<file path="config.mk">
export PLATFORM = sky130hd
export DESIGN_NAME = uart_tx_arbiter
export DESIGN_NICKNAME = d
export VERILOG_FILES = /design/src/rtl/uart_tx_arbiter.sv
export SDC_FILE = /design/constraint.sdc
export NUM_CORES = 1
export LEC_CHECK = 0
export ABC_AREA = 1
export CAP_MARGIN = 20
export CORE_ASPECT_RATIO = 1.2
export CORE_MARGIN = 3
export CORE_UTILIZATION = 50
export CTS_CLUSTER_DIAMETER = 40
export CTS_CLUSTER_SIZE = 12
export DETAILED_ROUTE_END_ITERATION = 7
export MAX_ROUTING_LAYER = met4
export PLACE_DENSITY = 0.79
export SYNTH_ARGS = -nofsm -noshare
export SYNTH_HDL_FRONTEND = slang
export SYNTH_SLANG_ARGS = --single-unit
export TNS_END_PERCENT = 5
</file>
<file path="constraint.sdc">
create_clock -name i_clk -period 1.5 [get_ports i_clk]
set_input_delay 0.3 -clock i_clk [delete_from_list [all_inputs] [get_ports i_clk]]
set_output_delay 0.3 -clock i_clk [all_outputs]
set_load 0.01 [all_outputs]
</file>
<file path="src/rtl/uart_tx_arbiter.sv">
// Round-robin arbiter with packet lock that shares one uart_tx byte transmitter
// among NUM_REQ byte-stream requesters, pacing each byte on the busy flag.
module uart_tx_arbiter #(
  parameter int NUM_REQ      = 2,
  parameter int BUSY_TIMEOUT = 16,
  parameter int HOLD_TIMEOUT = 1_000_000
) (
  input  logic                 i_clk,
  input  logic                 i_resetn,
  input  logic [NUM_REQ-1:0]   i_req_valid,
  input  logic [8*NUM_REQ-1:0] i_req_data,
  input  logic [NUM_REQ-1:0]   i_req_last,
  output logic [NUM_REQ-1:0]   o_req_ready,
  output logic                 o_uart_tx_en,
  output logic [7:0]           o_uart_tx_data,
  input  logic                 i_uart_tx_busy,
  output logic [NUM_REQ-1:0]   o_grant,
  output logic                 o_err_timeout,
  input  logic                 i_err_clr
);

  localparam int PW   = (NUM_REQ > 1) ? $clog2(NUM_REQ) : 1;
  localparam int TMAX = (HOLD_TIMEOUT > BUSY_TIMEOUT) ? HOLD_TIMEOUT : BUSY_TIMEOUT;
  localparam int CW   = $clog2(TMAX);
  localparam logic [CW-1:0] BUSY_LIM = CW'(BUSY_TIMEOUT - 1);
  localparam logic [CW-1:0] HOLD_LIM = CW'(HOLD_TIMEOUT - 1);

  typedef enum logic [2:0] {
    S_IDLE    = 3'd0,
    S_ISSUE   = 3'd1,
    S_WAIT_HI = 3'd2,
    S_WAIT_LO = 3'd3,
    S_HOLD    = 3'd4
  } state_t;

  state_t             r_state;
  logic [PW-1:0]      r_owner;
  logic [PW-1:0]      r_rr;
  logic               r_last;
  logic [7:0]         r_data;
  logic [CW-1:0]      r_cnt;
  logic [NUM_REQ-1:0] r_grant;
  logic               r_err;

  state_t             w_state_nx;
  logic [PW-1:0]      w_owner_nx;
  logic [PW-1:0]      w_rr_nx;
  logic               w_last_nx;
  logic [7:0]         w_data_nx;
  logic [CW-1:0]      w_cnt_nx;
  logic [NUM_REQ-1:0] w_grant_nx;
  logic [NUM_REQ-1:0] w_ready;
  logic               w_tx_en;
  logic               w_err_set;
  logic               w_done;
  logic               w_release;
  logic               w_pick_found;
  logic [PW-1:0]      w_pick_idx;

  function automatic logic [PW-1:0] f_rot(input logic [PW-1:0] base, input int off);
    int s;
    s = int'(base) + off;
    if (s >= NUM_REQ) s = s - NUM_REQ;
    return PW'(s);
  endfunction

  // Search starts at the rotating pointer so the last releaser ranks lowest.
  always_comb begin
    w_pick_found = 1'b0;
    w_pick_idx   = '0;
    for (int i = 0; i < NUM_REQ; i++) begin
      if (!w_pick_found && i_req_valid[f_rot(r_rr, i)]) begin
        w_pick_found = 1'b1;
        w_pick_idx   = f_rot(r_rr, i);
      end
    end
  end

  // Requester handshake: a byte moves in the cycle where i_req_valid[k] and
  // o_req_ready[k] are both high; ready is a one-cycle pulse and the requester
  // holds valid/data/last stable until it sees it.
  always_comb begin
    w_state_nx = r_state;
    w_owner_nx = r_owner;
    w_rr_nx    = r_rr;
    w_last_nx  = r_last;
    w_data_nx  = r_data;
    w_cnt_nx   = r_cnt;
    w_grant_nx = r_grant;
    w_ready    = '0;
    w_tx_en    = 1'b0;
    w_err_set  = 1'b0;
    w_done     = 1'b0;
    w_release  = 1'b0;
    case (r_state)
      S_IDLE: begin
        if (w_pick_found) begin
          w_ready[w_pick_idx]    = 1'b1;
          w_owner_nx             = w_pick_idx;
          w_data_nx              = i_req_data[int'(w_pick_idx)*8 +: 8];
          w_last_nx              = i_req_last[w_pick_idx];
          w_grant_nx             = '0;
          w_grant_nx[w_pick_idx] = 1'b1;
          w_state_nx             = S_ISSUE;
        end
      end
      S_ISSUE: begin
        if (!i_uart_tx_busy) begin
          w_tx_en    = 1'b1;
          w_cnt_nx   = '0;
          w_state_nx = S_WAIT_HI;
        end
      end
      S_WAIT_HI: begin
        if (i_uart_tx_busy) begin
          w_state_nx = S_WAIT_LO;
        end else if (r_cnt == BUSY_LIM) begin
          w_err_set = 1'b1;
          w_done    = 1'b1;
        end else begin
          w_cnt_nx = r_cnt + CW'(1);
        end
      end
      S_WAIT_LO: begin
        if (!i_uart_tx_busy) w_done = 1'b1;
      end
      S_HOLD: begin
        if (i_req_valid[r_owner]) begin
          w_ready[r_owner] = 1'b1;
          w_data_nx        = i_req_data[int'(r_owner)*8 +: 8];
          w_last_nx        = i_req_last[r_owner];
          w_cnt_nx         = '0;
          w_state_nx       = S_ISSUE;
        end else if (r_cnt == HOLD_LIM) begin
          w_err_set = 1'b1;
          w_release = 1'b1;
        end else begin
          w_cnt_nx = r_cnt + CW'(1);
        end
      end
      default: w_state_nx = S_IDLE;
    endcase
    if (w_done) begin
      if (r_last) begin
        w_release = 1'b1;
      end else begin
        w_state_nx = S_HOLD;
        w_cnt_nx   = '0;
      end
    end
    if (w_release) begin
      w_state_nx = S_IDLE;
      w_grant_nx = '0;
      w_rr_nx    = f_rot(r_owner, 1);
    end
  end

  always_ff @(posedge i_clk or negedge i_resetn) begin
    if (!i_resetn) begin
      r_state <= S_IDLE;
      r_owner <= '0;
      r_rr    <= '0;
      r_last  <= 1'b0;
      r_data  <= '0;
      r_cnt   <= '0;
      r_grant <= '0;
      r_err   <= 1'b0;
    end else begin
      r_state <= w_state_nx;
      r_owner <= w_owner_nx;
      r_rr    <= w_rr_nx;
      r_last  <= w_last_nx;
      r_data  <= w_data_nx;
      r_cnt   <= w_cnt_nx;
      r_grant <= w_grant_nx;
      if (w_err_set) r_err <= 1'b1;
      else if (i_err_clr) r_err <= 1'b0;
    end
  end

  // Ready is combinational on valid, so mask it while reset is held.
  assign o_req_ready    = w_ready & {NUM_REQ{i_resetn}};
  assign o_uart_tx_en   = w_tx_en;
  assign o_uart_tx_data = r_data;
  assign o_grant        = r_grant;
  assign o_err_timeout  = r_err;

endmodule

</file>
# Yosys cells after proc, flatten, opt, wreduce, memory -nomap -nowiden
# Cells that the tools add are included.
[classes]
addsub = 6
magnitude_cmp = 9
eq_ne = 8
n_shift = 2
n_mux = 62
bitwise_logic = 1
n_reduce_logical = 12
[ops]
columns = ["cell", "n"]
rows = [
  ["$mux W20", 7],
  ["$pmux W20 S3", 1],
  ["$mux W1", 32],
  ["$shiftx A16 B5 Y8", 2],
  ["$mux W3", 7],
  ["$add A20 B1 Y20 const B", 1],
  ["$eq A20 B20 Y1 const B", 1],
  ["$eq A20 B4 Y1 const B", 1],
  ["$mux W8", 2],
  ["$pmux W8 S2", 1],
  ["$pmux W3 S5", 1],
  ["$mux W2", 5],
  ["$lt A1 B2 Y1 const B", 4],
  ["$reduce_bool A2 Y1", 4],
  ["$eq A3 B2 Y1 const B", 2],
  ["$pmux W1 S2", 3],
  ["$add A1 B1 Y2 const B", 2],
  ["$ge A2 B2 Y1 const B", 2],
  ["$ne A2 B2 Y1 const B", 2],
  ["$pmux W2 S2", 1],
  ["$reduce_and A2 Y1", 2],
  ["$eq A3 B1 Y1 const B", 1],
  ["$eq A3 B3 Y1 const B", 1],
  ["$logic_and A1 B1 Y1", 3],
  ["other kinds (8)", 12],
]
[totals]
regBits = 37
input_bits = 24
output_inout_bits = 14
elab_cells = 108

# Depth between registers and ports, before layout
# Gate-level depths: netlist (run 1).
[logic_depth]
ltp_word = 15
ltp_mapped = 12
mapped_depth_nobuf = 11

# Worst setup path before layout (run 1)
# Ideal clock, no wire load.
[synth_path]
path_type = "register -> register"
start = "register r_cnt[0]"
end = "register r_cnt[2]"
setup_ns = 0.119
arrival_time_ns = 1.464
required_ns = 1.381
setup_slack_ns = -0.083
path_stages_with_launch = 10
n_path_buf = 1
period_less_slack_ns = 1.583
path_cell_list = "dfrtp_1 ha_1 nand3_2 nor2_4 nand3_1 nand2_1 nand2_2 buf_4 a21oi_1 nor2_1"
[synth_via]
elab_chain_len = 6
word_cells_on_any_way = 13
cone_classes = "add/sub (1); eq/ne (2); mux (10)"
[synth_rtl]
columns = ["item", "line_no", "source"]
rows = [
  ["start: declaration", "41", "logic [CW-1:0] r_cnt;"],
  ["start signal: assignment", "174", "r_cnt <= w_cnt_nx;"],
  ["$add A20 B1 Y20, or another cell as far along", "121, 138", ""],
  ["$mux W20 (on tied branches)", "134, 117", ""],
  ["$mux W20 (on tied branches)", "128, 115", ""],
  ["$pmux W20 S3", "95", "case (r_state)"],
  ["$mux W20", "144", "if (r_last) begin"],
  ["$mux W20 *", "143", "if (w_done) begin"],
  ["net w_cnt_nx[2]", "50", "logic [CW-1:0] w_cnt_nx;"],
]
# Mark *: on every way through the listed nets, which the timed path passes. The rest lies on a longest branch.
# A chain may end at the register's enable or synchronous reset.

# Final worst setup path (run 1)
[layout_path]
start = "register r_state[2]"
end = "register r_cnt[4]"
[layout_via]
elab_chain_len = 4
word_cells_on_any_way = 8
cone_classes = "eq/ne (4); mux (4)"
[layout_rtl]
columns = ["item", "line_no", "source"]
rows = [
  ["start: declaration", "36", "state_t r_state;"],
  ["start signal: assignment", "169", "r_state <= w_state_nx;"],
  ["$eq A3 B3 Y1, or another cell as far along", "95", ""],
  ["$pmux W20 S3", "95", ""],
  ["$mux W20", "144", ""],
  ["$mux W20 *", "143", ""],
  ["net w_cnt_nx[4]", "50", ""],
]
# Marks and branches as above.

==> impl_metrics.py, run 1 <==
metrics = {
    "final_layout": {
        "drive_gt1_share_pct": 33.14,
        "final_nets": 549,
        "syn_to_final_growth_pct": 52.19,
        "finish.utilization_pct": 81.00,
        "diodes": 0,
    },
    "detailed_routing": {
        "drt_iter0_drc": 262,
        "post-route-drc-count": 0,
        "wl_um": 9021,
        "vias_per_cell": 5.674,
        "drt_pass1_iterations": 5,
        "ant_nets": 0,
        "post_drt_wl_per_cell_um": 15.42,
        "vias": 3319,
    },
    "critical_path": {
        "crit_arrival_ns": 1.97,
        "crit_path_end_kind": "flop",
        "crit_type": "flop to flop",
        "cp_max_fo": 7,
        "critPathRequiredTime_ns": 1.69,
        "start_kind": "flop",
    },
    "global_routing": {
        "first_global_vias": 3219,
        "grt_pass1_wl_um": 14020,
        "grt_max_degree": 38,
        "grt_antenna_before_repair": 0,
        "track_usage_pct": 29.20,
        "grt_overflow": 0,
    },
    "timing": {
        "post-route-period-util_pct": 119.1,
        "rsz0062_at_grt": "yes",
        "period_minus_slack_ns": 1.787,
        "holdWs_ns": 0.1042,
        "post-route-worst-setup-slack_ns": -0.2867,
        "max_freq_mhz": 559.7,
        "clock_skew_ns": 0.005018,
        "maxSlewViolCount": 0,
        "hold_viol": 0,
        "worst_slew_pin_slew_ns": 0.4845,
        "setup_violations": 28,
        "maxSlewHeadroom_pct": 67.70,
    },
    "yosys": {
        "syn-cell-area_um2": 2685,
        "synth_cell_types": 33,
        "synthCells": 399,
        "ys_seq_area_share_pct": 34.48,
        "syn_nets": 424,
        "synth_top_area_share_pct": 34.48,
        "ys.warnings.count": 0,
        "synth_area_leaders": "dfrtp_1 34%, nand2_1 16%, nor2_1 7.5%",
        "ys_seq_elements": 37,
        "synth_top_area_cell": "dfrtp_1",
        "avgSynthCellArea_um2": 6.730,
    },
    "placement": {
        "place_hpwl_um": 6476,
        "io_buffers": 37,
        "routabilityCongestion": 0.9736,
    },
    "power_and_ir_drop": {
        "power.density_nw_per_um2": 1684,
        "peakVddDrop_v": 0.001211,
        "cellLeakagePower_nw": 1.994,
    },
    "die": {
        "die_x_um": 72.90,
        "core_area_um2": 5045,
        "io_pins": 38,
        "start_util_pct": 53.22,
        "die-area_um2": 6289,
        "row_count": 28,
        "die_y_um": 86.28,
    },
    "cts": {
        "cts-root-buf": "clkbuf_8",
        "clock-sinks": 37,
        "numCtsBuffers": 5,
        "cts_buffer_depth": 2,
        "clk_latency_ns": 0.30,
        "clk_pin_slew_ns": 0.08,
        "cts_tree": "built",
        "cts_max_level": 2,
    },
    "run_status": {
        "status": "finished, violations left",
        "violations": "setup timing",
    },
    "flow_run": {
        "max_cap_violations": 0,
    },
    "worst_hold_path": {
        "min-delay-path-class": "input port to asynchronous set/reset pin",
    },
}
## per-layer routing
| metal | GRT usage [%] | share of wire [%] |
|---|---|---|
| met1 | 31.21 | 38 |
| met2 | 52.38 | 53 |
| met3 | 4.756 | 4.8 |
| met4 | 12.58 | 4.6 |
| met5 | - | 0 |
## registers in the layout, indices dropped and copies added (netlist names)
register	count
r_cnt	20
o_uart_tx_data	8
r_state	3
o_grant	2
o_err_timeout	1
r_last	1
r_owner	1
r_rr	1
## area by class of cell
class	instances	area [µm²]
Multi-Input combinational cell	309	1717
Timing Repair Buffer	128	1081
Fill cell	333	958.4
Sequential cell	37	927.1
Inverter	43	171.4
Tap cell	60	75.07
Clock buffer	5	68.82
Clock inverter	3	46.29
## cells by family after synthesis
group,after synthesis,synth area share (%)
compound gates,64,14.12
simple gates,242,41.33
buf+inv,54,9.272
xor+xnor,1,0.3262
fa+ha+maj,1,0.4659
flops,37,34.48
## synthesized netlist by cell type
library cell / count
buf_2: 3
nand4_4: 1
nand3b_1: 1
nor2_4: 4
xor2_1: 1
inv_1: 37
nand3b_2: 1
a21boi_0: 5
o21ai_4: 1
nor3_1: 7
buf_6: 4
o21ai_2: 2
o211ai_1: 5
nand3_2: 4
clkbuf_2: 1
nand4_1: 14
nor3_4: 1
buf_4: 3
nand2_2: 4
a31oi_1: 8
clkinv_1: 1
nor2_2: 5
a21oi_1: 24
o21bai_1: 1
inv_2: 5
ha_1: 1
dfrtp_1: 37
o31ai_1: 1
nand3_1: 31
o21ai_1: 2
nor2_1: 54
nand2_1: 115
o21ai_0: 15
## path summary, 6_finish.rpt
| path | start | end | slack (ns) | cells past startpoint |
|---|---|---|---|---|
| setup reg to reg | r_state[2]$_DFF_PN0_ | r_cnt[4]$_DFF_PN0_ | -0.29 | 12 |
| hold / removal | i_resetn | r_cnt[9]$_DFF_PN0_ | 0.10 | 2 |
| max in group asynchronous | i_resetn | r_state[2]$_DFF_PN0_ | 1.05 | 2 |
| hold reg to reg | o_grant[0]$_DFFE_PN0P_ | o_grant[0]$_DFFE_PN0P_ | 0.56 | 2 |
| min in group i_clk | i_req_valid[1] | r_owner$_DFFE_PN0P_ | 0.48 | 5 |
| setup / recovery | r_state[2]$_DFF_PN0_ | r_cnt[4]$_DFF_PN0_ | -0.29 | 12 |
## power breakdown
| group | internal (W) | switching [W] | total (W) | leakage (nW) |
|---|---|---|---|---|
| Clock | 0.000498 | 0.000403 | 0.000901 | 0.0543 |
| Sequential | 0.00137 | 0.000295 | 0.00166 | 0.466 |
| Combinational | 0.00188 | 0.00243 | 0.00432 | 1.47 |
## layout by cell type, fill, tap and decap left out, types with 3 or more instances in the layout
cell type	netlist	final
nand2_1	115	105
buf_4	3	83
nor2_1	54	44
dfrtp_1	37	36
inv_1	37	33
nand3_1	31	26
clkdlybuf4s50_1	0	20
a21oi_1	24	19
nand4_1	14	14
nor2_2	5	12
nand2_2	4	11
o21ai_0	15	10
a31oi_1	8	8
dlygate4sd2_1	0	8
buf_6	4	8
inv_2	5	7
nor2_4	4	7
nand3_2	4	5
a21oi_2	0	5
o21ai_1	2	5
o211ai_1	5	5
a21boi_0	5	5
clkbuf_8	0	5
dlymetal6s2s_1	0	5
nand3_4	0	4
nor3_1	7	4
o21ai_2	2	4
nand2_4	0	4
buf_2	3	3
## worst max-delay path, cell delays in order, from the launching register on
cell and delay [ns]:
dfrtp_2 0.45, buf_6 0.14, nor3_4 0.19, inv_2 0.08, buf_6 0.13, nand3_4 0.05, nand2_2 0.06, inv_4 0.06
nand2_2 0.06, nor2_4 0.25, nand2_1 0.08, nand2_1 0.08, nor2_1 0.04
## metrics by stage
stage	setup TNS, ns	total power (W)	cells	setup slack [ns]	instance area (µm²)
5_1_grt	-8.271	0.007364	585	-0.3668	4086
6_report	-5.775	0.006881	585	-0.2867	4086
4_1_cts	-5.714	0.006461	579	-0.2668	3909
2_1_floorplan	-0.06658	0.003771	399	-0.01114	2719
3_5_place_dp	-15.44	0.005463	570	-0.7460	3719
3_3_place_gp	-14.12	0.005354	570	-0.6998	3719
## what timing repair did
action / 4_1_cts / 5_1_grt
buffers inserted: 1 / 5
setup endpoints to repair: 45 / 42
hold buffers: 0 / 0
gates resized for setup: 46 / 46
pin swaps: 9 / 20
cloned: 0 / 1
Note: power is estimated with default switching activity, not from simulation.
==> inputs of run 2 (changes only) <==
--- a/config.mk
+++ b/config.mk
@@ -7,7 +7,6 @@
 export LEC_CHECK = 0
 export ABC_AREA = 1
 export CAP_MARGIN = 20
-export CORE_ASPECT_RATIO = 1.2
 export CORE_MARGIN = 3
 export CORE_UTILIZATION = 50
 export CTS_CLUSTER_DIAMETER = 40
==> impl_metrics.py, run 2 (synthesized netlist as in run 1, its figures left out) <==
metrics = {
    "global_routing": {
        "grt_max_degree": 38,
        "track_usage_pct": 27.86,
        "first_global_vias": 3058,
        "grt_pass1_wl_um": 13630,
        "grt_antenna_before_repair": 0,
        "grt_overflow": 0,
    },
    "critical_path": {
        "start_kind": "flop",
        "r2r_end": "r_cnt[11]$_DFF_PN0_",
        "r2r_start": "r_cnt[1]$_DFF_PN0_",
        "cp_max_fo": 4,
        "r2r_cells": 11,
        "max_stage_delay_ns": 0.45,
        "critPathTopFamily": "flip-flops",
        "slowest_stage": "dfrtp_2",
        "crit_path_end_kind": "primary output",
        "path_cells": "nor3_4 -> o21ai_2 -> nor2_1 -> inv_1 -> a21oi_2 -> buf_2",
        "path_buf_inv": 2,
        "crit_type": "flop to primary output",
        "crit_arrival_ns": 1.47,
        "critPathRequiredTime_ns": 1.20,
        "rrSetupSlack_ns": -0.25,
    },
    "final_layout": {
        "finalNonFillerCells": 588,
        "top_register": "r_cnt",
        "largest_register_ffs": 20,
        "syn_to_final_growth_pct": 49.49,
        "fillers": 377,
        "diodes": 0,
        "final_common_cell": "nand2_1",
        "drive_gt1_share_pct": 29.92,
        "final_nets": 542,
        "layout_common_cells": "108 x nand2_1, 76 x buf_4, 51 x nor2_1",
        "final_area_um2": 4014,
    },
    "detailed_routing": {
        "vias": 3221,
        "wl_um": 8635,
        "ant_nets": 0,
        "vias_per_cell": 5.478,
        "post-route-drc-count": 0,
        "post_drt_wl_per_cell_um": 14.69,
        "drt_iter0_drc": 235,
        "drt_pass1_iterations": 7,
    },
    "placement": {
        "place_area_um2": 3696,
        "place_inst": 572,
        "routabilityCongestion": 0.9478,
        "place_hpwl_um": 6063,
        "io_buffers": 37,
    },
    "timing": {
        "period_minus_slack_ns": 1.774,
        "worst_slew_pin_slew_ns": 0.4841,
        "post-route-worst-setup-slack_ns": -0.2740,
        "post-route-period-util_pct": 118.3,
        "rsz0062_at_grt": "yes",
        "hold_viol": 0,
        "maxSlewHeadroom_pct": 67.73,
        "clock_skew_ns": 0.005636,
        "maxSlewViolCount": 0,
        "max_freq_mhz": 563.7,
        "setup_violations": 28,
        "tns_ns": -5.443,
        "holdWs_ns": 0.1101,
    },
    "power_and_ir_drop": {
        "design_power_total_w": 0.006845,
        "power.density_nw_per_um2": 1705,
        "peakVddDrop_v": 0.001414,
        "cellLeakagePower_nw": 1.983,
    },
    "die": {
        "die_x_um": 79.28,
        "core_area_um2": 5140,
        "die_y_um": 79.28,
        "io_pins": 38,
        "die-area_um2": 6285,
        "start_util_pct": 52.24,
        "row_count": 26,
    },
    "run_status": {
        "status": "finished, violations left",
        "violations": "setup timing",
    },
    "cts": {
        "numCtsBuffers": 5,
        "clk_latency_ns": 0.30,
        "cts-root-buf": "clkbuf_8",
        "cts_tree": "built",
        "clock-sinks": 37,
        "cts_buffer_depth": 2,
        "clk_pin_slew_ns": 0.08,
        "cts_max_level": 2,
    },
    "flow_run": {
        "max_cap_violations": 0,
    },
    "worst_hold_path": {
        "min-delay-path-class": "input port to asynchronous set/reset pin",
    },
}
==> run 2: cell types whose count changed in the layout (fill, tap and decap cells not counted), moves of 3 or more <==
cell,change
dlygate4sd2_1,-4
nand2_1,+3
nand2_2,-3
buf_4,-7
dfrtp_2,+3
nor2_2,-6
o21ai_0,+3
dlymetal6s2s_1,+4
dfrtp_1,-3
nor2_1,+7
==> run 2: final cells by class <==
cell class              instances  area, µm²  area share [%]
multi-input cells             308       1652           41.15
repair buffers                122       1072           26.71
flip-flops and latches         37      930.9           23.19
inverters                      43      170.2           4.239
clock buffers                   7      96.34           2.400
well taps                      70      87.58           2.182
clock inverters                 1      5.005          0.1247
==> run 2: how the worst max path moves through the flow <==
stage,start,endpoint,slack [ns],depth (start not counted)
finish,r_state[1]$_DFF_PN0_,o_req_ready[0],-0.27,6
global route,r_cnt[1]$_DFF_PN0_,r_cnt[13]$_DFF_PN0_,-0.35,10
CTS,r_state[2]$_DFF_PN0_,o_req_ready[0],-0.28,6
detailed placement,i_req_valid[0],o_req_ready[0],-0.79,8
global placement,i_req_valid[0],o_req_ready[0],-0.71,8
floorplan,r_cnt[0]$_DFF_PN0_,r_cnt[2]$_DFF_PN0_,-0.01,9
==> run 2: repair_timing <==
| item | CTS | global route |
|---|---|---|
| resized for setup | 32 | 39 |
| hold buffers | 0 | 0 |
| cloned | 0 | 0 |
| buffers inserted | 0 | 8 |
| pin swaps | 6 | 10 |
| setup endpoints to repair | 39 | 48 |
==> run 2: layer usage <==
layer	global-route usage, %	vias up	part of all wire [%]
met4	7.045	0	2.5
met5	-	-	0
met1	33.40	1486	41
met2	48.15	155	51
met3	5.442	34	6.2
li1	-	1546	-
==> run 2: through the flow <==
stage | setup slack, ns | utilization [%]
floorplan | -0.01114 | -
global placement | -0.7112 | 71.91
detailed placement | -0.7860 | 71.91
CTS | -0.2792 | 74.76
global route | -0.3539 | 78.09
finish | -0.2740 | 78.09
==> run 2: report_power, final <==
group / switching (W) / internal [W] / total (W)
Clock: 0.000380 / 0.000416 / 0.000796
Combinational: 0.00233 / 0.00204 / 0.00437
Sequential: 0.000299 / 0.00138 / 0.00168
